`src/rtl/register_file_sb.sv`:
```
// rtl/register_file_sb.sv - multi-port register file with per-register busy scoreboard
module register_file_sb #(
  parameter int DataWidth    = 32,
  parameter int AddrWidth    = 5,
  parameter int NumReadPorts = 2,
  parameter int ZeroReg      = 1,
  parameter int Bypass       = 1
) (
  input  logic                              clk_i,
  input  logic                              rst_i,
  input  logic [NumReadPorts-1:0]           rd_req_i,
  input  logic [NumReadPorts*AddrWidth-1:0] rd_addr_i,
  output logic [NumReadPorts-1:0]           rd_gnt_o,
  output logic [NumReadPorts-1:0]           rd_valid_o,
  output logic [NumReadPorts*DataWidth-1:0] rd_data_o,
  input  logic                              lock_req_i,
  input  logic [AddrWidth-1:0]              lock_addr_i,
  output logic                              lock_gnt_o,
  input  logic                              wr_req_i,
  input  logic [AddrWidth-1:0]              wr_addr_i,
  input  logic                              wr_sel_i,
  input  logic [DataWidth-1:0]              wr_alu_data_i,
  input  logic [DataWidth-1:0]              wr_lsu_data_i,
  output logic [2**AddrWidth-1:0]           busy_o,
  output logic                              err_o
);

  localparam int NumWords = 2**AddrWidth;

  logic [DataWidth-1:0] mem [NumWords];
  logic [NumWords-1:0]  busy;
  logic [DataWidth-1:0] wdata;
  logic                 wr_zero;
  logic                 wr_legal;
  logic                 lock_zero;
  logic                 lock_bypass;
  logic [AddrWidth-1:0] rd_addr [NumReadPorts];
  logic [DataWidth-1:0] rd_next [NumReadPorts];

  assign wdata    = wr_sel_i ? wr_alu_data_i : wr_lsu_data_i;
  assign wr_zero  = (ZeroReg != 0) && (wr_addr_i == '0);
  assign wr_legal = wr_req_i && busy[wr_addr_i] && !wr_zero;
  assign busy_o   = busy;

  // A write completing this cycle releases its register early when bypass is enabled.
  assign lock_zero   = (ZeroReg != 0) && (lock_addr_i == '0);
  assign lock_bypass = (Bypass != 0) && wr_req_i && (wr_addr_i == lock_addr_i);
  assign lock_gnt_o  = lock_req_i && (!busy[lock_addr_i] || lock_bypass);

  always_comb begin
    for (int p = 0; p < NumReadPorts; p++) begin
      rd_addr[p]  = rd_addr_i[p*AddrWidth +: AddrWidth];
      rd_gnt_o[p] = rd_req_i[p] &&
                    (!busy[rd_addr[p]] ||
                     ((Bypass != 0) && wr_req_i && (wr_addr_i == rd_addr[p])));
      if ((ZeroReg != 0) && (rd_addr[p] == '0)) begin
        rd_next[p] = '0;
      end else if (wr_legal && (wr_addr_i == rd_addr[p])) begin
        rd_next[p] = wdata;
      end else begin
        rd_next[p] = mem[rd_addr[p]];
      end
    end
  end

  always_ff @(posedge clk_i) begin
    if (rst_i) begin
      for (int i = 0; i < NumWords; i++) begin
        mem[i] <= '0;
      end
      busy       <= '0;
      rd_valid_o <= '0;
      rd_data_o  <= '0;
      err_o      <= 1'b0;
    end else begin
      err_o <= wr_req_i && !busy[wr_addr_i] && !wr_zero;
      if (wr_legal) begin
        mem[wr_addr_i]  <= wdata;
        busy[wr_addr_i] <= 1'b0;
      end
      // Placed after the write so a new reservation wins over the release.
      if (lock_gnt_o && !lock_zero) begin
        busy[lock_addr_i] <= 1'b1;
      end
      for (int p = 0; p < NumReadPorts; p++) begin
        rd_valid_o[p] <= rd_gnt_o[p];
        if (rd_gnt_o[p]) begin
          rd_data_o[p*DataWidth +: DataWidth] <= rd_next[p];
        end
      end
    end
  end

endmodule

```
`config.mk`:
```
export PLATFORM = sky130hd
export DESIGN_NAME = register_file_sb
export DESIGN_NICKNAME = d
export VERILOG_FILES = /design/src/rtl/register_file_sb.sv
export SDC_FILE = /design/constraint.sdc
export NUM_CORES = 2
export LEC_CHECK = 0
export CORE_ASPECT_RATIO = 0.8
export CORE_MARGIN = 10
export CORE_UTILIZATION = 45
export DETAILED_ROUTE_END_ITERATION = 7
export GPL_TIMING_DRIVEN = 0
export SLEW_MARGIN = 10
export SYNTH_ARGS = -nofsm -noshare
export SYNTH_HDL_FRONTEND = slang
export SYNTH_SLANG_ARGS = --single-unit
```
`constraint.sdc`:
```
create_clock -name clk_i -period 6.2 [get_ports clk_i]
set_input_delay 0.62 -clock clk_i [delete_from_list [all_inputs] [get_ports clk_i]]
set_output_delay 0.62 -clock clk_i [all_outputs]
set_load 0.01 [all_outputs]
```
Yosys cells after proc, flatten, opt, wreduce, memory -nomap -nowiden. Memories as Yosys holds them, arrays and structs flattened. Cells that the tools add are included.

Flip-flop bits (word level): 99. RAM bits: 1024. Input port bits: 91. Output and inout bits: 102. Word-level logic and storage cells: 75. Memories: 1.

Order comparisons: 6. Eq/ne operators: 3. Multiplexer cells: 28. Bitwise operators: 3. Reductions and logical operators: 29.

Memory list: mem (words 32, bits a word 32, read ports 2, clocked after memory_dff 0, write ports 32, RTL line 30) `logic [DataWidth-1:0] mem [NumWords];`.

Operators with widths (number): $mux W32 (9); $and A32 B32 Y32 (1); $not A32 Y32 (1); $or A32 B32 Y32 (1); $reduce_or A32 Y1 (1); $lt A5 B6 Y1 const B (4); $bmux W1 S5 (4); $logic_not A5 Y1 (4); $eq A5 B5 Y1 (3); $logic_and A1 B1 Y1 (15); $mux W1 (12); $demux W1 S5 (2); $ge A5 B1 Y1 const B (2); $logic_not A1 Y1 (6); $mux W5 (1); $logic_or A1 B1 Y1 (3).

Depth between registers and ports, before layout.
Word-level depth: 10. Gate-level depth with buffers: 11. Mapped depth without buffers: 7.

Worst setup path after synthesis. No wires, ideal clock.

Path type: input to register. Start: input wr_addr_i[3]. End: memory mem[10][0], enable pin. Setup time: 0.514 ns. Arrival: 5.128 ns. Required time: 5.686 ns. Path slack: 0.558 ns. Cell stages on the path: 5. Buffers on the path: 1. Cells stage by stage: buf_2 or3b_2 o22ai_1 nor4_4 o41ai_1.

RTL lines: start, declared (RTL line 20) `input logic [AddrWidth-1:0] wr_addr_i,`; end, declared (RTL line 30).

Final worst setup path.
Start: input rd_addr_i[3]. End: register rd_data_o[14].

Word-level cells in the longest chain between the ends: 5. Elaborated cells on any way between the ends: 12. Those cells by class: eq/ne: 1; mux: 4; reduce/logical: 6; memory: 1.

RTL lines: start, declared (RTL line 12) `input logic [NumReadPorts*AddrWidth-1:0] rd_addr_i,`; $bmux W1 S5 (RTL line 54) `(!busy[rd_addr[p]] ||`; $mux W1 (implied by the code) (RTL line 54); $logic_not A1 Y1 (RTL line 54); $logic_or A1 B1 Y1 (RTL line 54); $logic_and A1 B1 Y1 (RTL line 53) `rd_gnt_o[p] = rd_req_i[p] &&`; end signal, assigned by index (RTL line 88) `rd_data_o[p*DataWidth +: DataWidth] <= rd_next[p];`; end, declared (RTL line 15) `output logic [NumReadPorts*DataWidth-1:0] rd_data_o,`.

Parallel ways exist; a longest one is shown, timed or not. The select of a mux whose other input is x is not followed. A chain may end at the register's enable or synchronous reset.

==> flow_summary.toml <==
[outcome]
status = "finished with violations"
violations = "capacitance limit, slew limit"

[clock_tree]
numCtsBuffers = 119
post_cts_buffers = 0
cts_resized = 0
clkSlewWorstSetupHoldPaths_ns = 0.07
cts_tree = "yes"
cts-root-buf = "clkbuf_16"
cts.sinks = 1123
postCtsHoldBufs = 0
clock_latency_ns = 0.82
clockBufferDepth = 3
htreeDepth = 3

[timing]
finalWorstSetupSlack_ns = 0.395
setup_violations = 0
whs_ns = 0.388
finalClockSkew_ns = 0.0250
rsz0062_at_grt = "no"
max_slew.worst_pin.slew_ns = 1.60
fmax_mhz = 172
relSlewSlack = -0.0647
fin_crit_ns = 5.81
post-route-period-util = 0.936
slew_violations = 35
hold_viol = 0

[power]
p_int_uw = 13500
peakVddDrop_v = 0.000241
pwr-share-clk = 0.388
power_density_nw_per_um2 = 283
p_sw_frac = 0.297
leakage_uw = 0.0246
pwr-share-comb = 0.158
p_sw_uw = 5690
power_uw = 19200
pwr-share-seq = 0.454

[worst_hold_path]
hp-class = "input pin to flop"

[place]
place_ws_ns = -0.0619
gp_congestion = 1.09
portBuffers = 178
dp_hpwl_mm = 241
place_area_um2 = 63700

[global_routing]
grt_max_degree = 34
grt_first_pass_wirelength_mm = 417
grt_use_total = 0.441
grt_pass1_vias = 44100
globalRouteOverflowTotal = 0
antenna_found_initial = 28

[logic_synthesis]
syn_inst = 4462
synth_area_um2 = 57800
ys_seq_elements = 1123
async_flop_share = 0
syn_avg_cell_area_um2 = 13.0
yosysSeqAreaShare = 0.566
synth_edf_count = 1024
synth.distinct_cells = 67
dominantRegCellSynth = "edfxtp_1"
ys_warn_count = 0

[die]
num_rows = 117
die_h_um = 341
core-area_um2 = 127000
num_io_pins = 193
die_area_um2 = 143000
start_util = 0.454
die_x_um = 421

[critical_path]
crit_required_ns = 6.95
arrival_ns = 6.55
crit_path_end_kind = "flop"
worst-setup-path-type = "input pin to flop"
critPathMaxFanout = 10
start_kind = "input pin"

[routing]
wirelength_mm = 326
wl_per_cell_um = 49.0
vias_per_cell = 7.29
initialDrtViolationCount = 9964
antenna_left = 0
route.vias.total = 48500
drc = 0
first_pass_iters = 6

[cells_and_area]
drive_gt1_frac = 0.214
area_delta_synth_final_pct = 17.1
nNetsFinal = 4961
final_area_um2 = 67700

[flow_run]
max-cap-violations = 7
worst max-delay path, cell delays in order:
cell	delay, ns
clkbuf_1	0.68
clkbuf_1	0.86
clkbuf_2	0.77
clkbuf_1	0.57
buf_8	0.27
clkbuf_1	1.03
nand2_1	0.12
a311oi_1	1.14
a21oi_1	0.09
nand2_1	0.13
a32o_1	0.17
cell type report:
| class | instances | area [um2] |
|---|---|---|
| Clock inverter | 62 | 593 |
| Inverter | 41 | 154 |
| Sequential cell | 1123 | 32700 |
| Buffer | 464 | 2000 |
| Timing Repair Buffer | 256 | 3120 |
| Fill cell | 11000 | 59700 |
| Tap cell | 1666 | 2080 |
| Multi-Input combinational cell | 2865 | 23700 |
| Antenna cell | 21 | 52.6 |
| Clock buffer | 155 | 3270 |
metrics by stage:
| stage | utilization | instances | setup TNS, ns |
|---|---|---|---|
| floorplan | - | 4493 | 0 |
| global placement | 0.485 | 6337 | -1555.77 |
| detailed placement | 0.500 | 6414 | -0.0984 |
| CTS | 0.531 | 6631 | 0 |
| global route | 0.531 | 6632 | 0 |
| finish | 0.531 | 6653 | 0 |
cells in the mapped netlist, types with 52 or more instances:
library cell / number / area (um2)
mux2i_1: 312 / 3120
clkbuf_1: 324 / 1220
o21ai_0: 52 / 260
mux4_2: 318 / 7160
nand2_1: 199 / 747
edfxtp_1: 1024 / 30700
o22ai_1: 149 / 932
buf_2: 83 / 415
a2111oi_0: 68 / 596
dfxtp_1: 99 / 1980
mux2_2: 252 / 2840
a32o_1: 58 / 581
nor2_1: 1049 / 3940
kinds of logic after synthesis:
logic type,after synthesis,synth area share
AOI/OAI and AO/OA,542,0.0702
xor gates and xnor gates,15,0.00227
buffers and inverters,505,0.0362
DFF,1123,0.566
muxes,882,0.227
other,1,0.0000649
and+or+nand+nor,1394,0.0979
power groups by stage:
stage	logic (uW)	registers [uW]	clock network, uW
5_1_grt	2930	8710	7580
3_5_place_dp	2810	8840	0
3_3_place_gp	2660	8890	0
2_1_floorplan	1240	8810	0
6_report	3020	8690	7440
4_1_cts	2820	8680	7320
state kept, by name (all words and copies together) (netlist names):
name / cells
mem: 1024
rd_data_o: 64
err_o: 1
rd_valid_o: 2
busy_o: 32
per-layer routing:
metal	vias up	GRT usage	wire length [um]
met2	4745	0.589	129000
met1	24900	0.553	114000
met5	-	0	129
li1	17900	-	-
met3	1006	0.220	55500
met4	16	0.301	27100
worst paths after layout:
check | start | end | slack (ns) | cells past startpoint
worst max-delay path | rd_addr_i[3] | rd_data_o[14] | 0.39 | 11
worst min-delay path | lock_addr_i[2] | busy_o[15] | 0.39 | 3
worst max register to register | busy_o[17] | rd_data_o[27] | 1.76 | 8
worst min register to register | rd_data_o[38] | rd_data_o[38] | 0.47 | 1
cells in the final DEF, fill, tap and decap left out, types with 32 or more instances in the layout:
cell	count
inv_1	38
clkbuf_16	123
mux2i_1	290
or3_1	43
nor2_1	1049
mux4_2	318
mux2_2	252
nand2_1	199
conb_1	32
dfxtp_1	99
a32o_1	58
o22ai_1	148
edfxtp_1	1024
a2111oi_0	44
clkbuf_1	318
a221oi_1	43
buf_2	105
clkdlybuf4s50_1	178
Power figures use the tool's default switching activity.
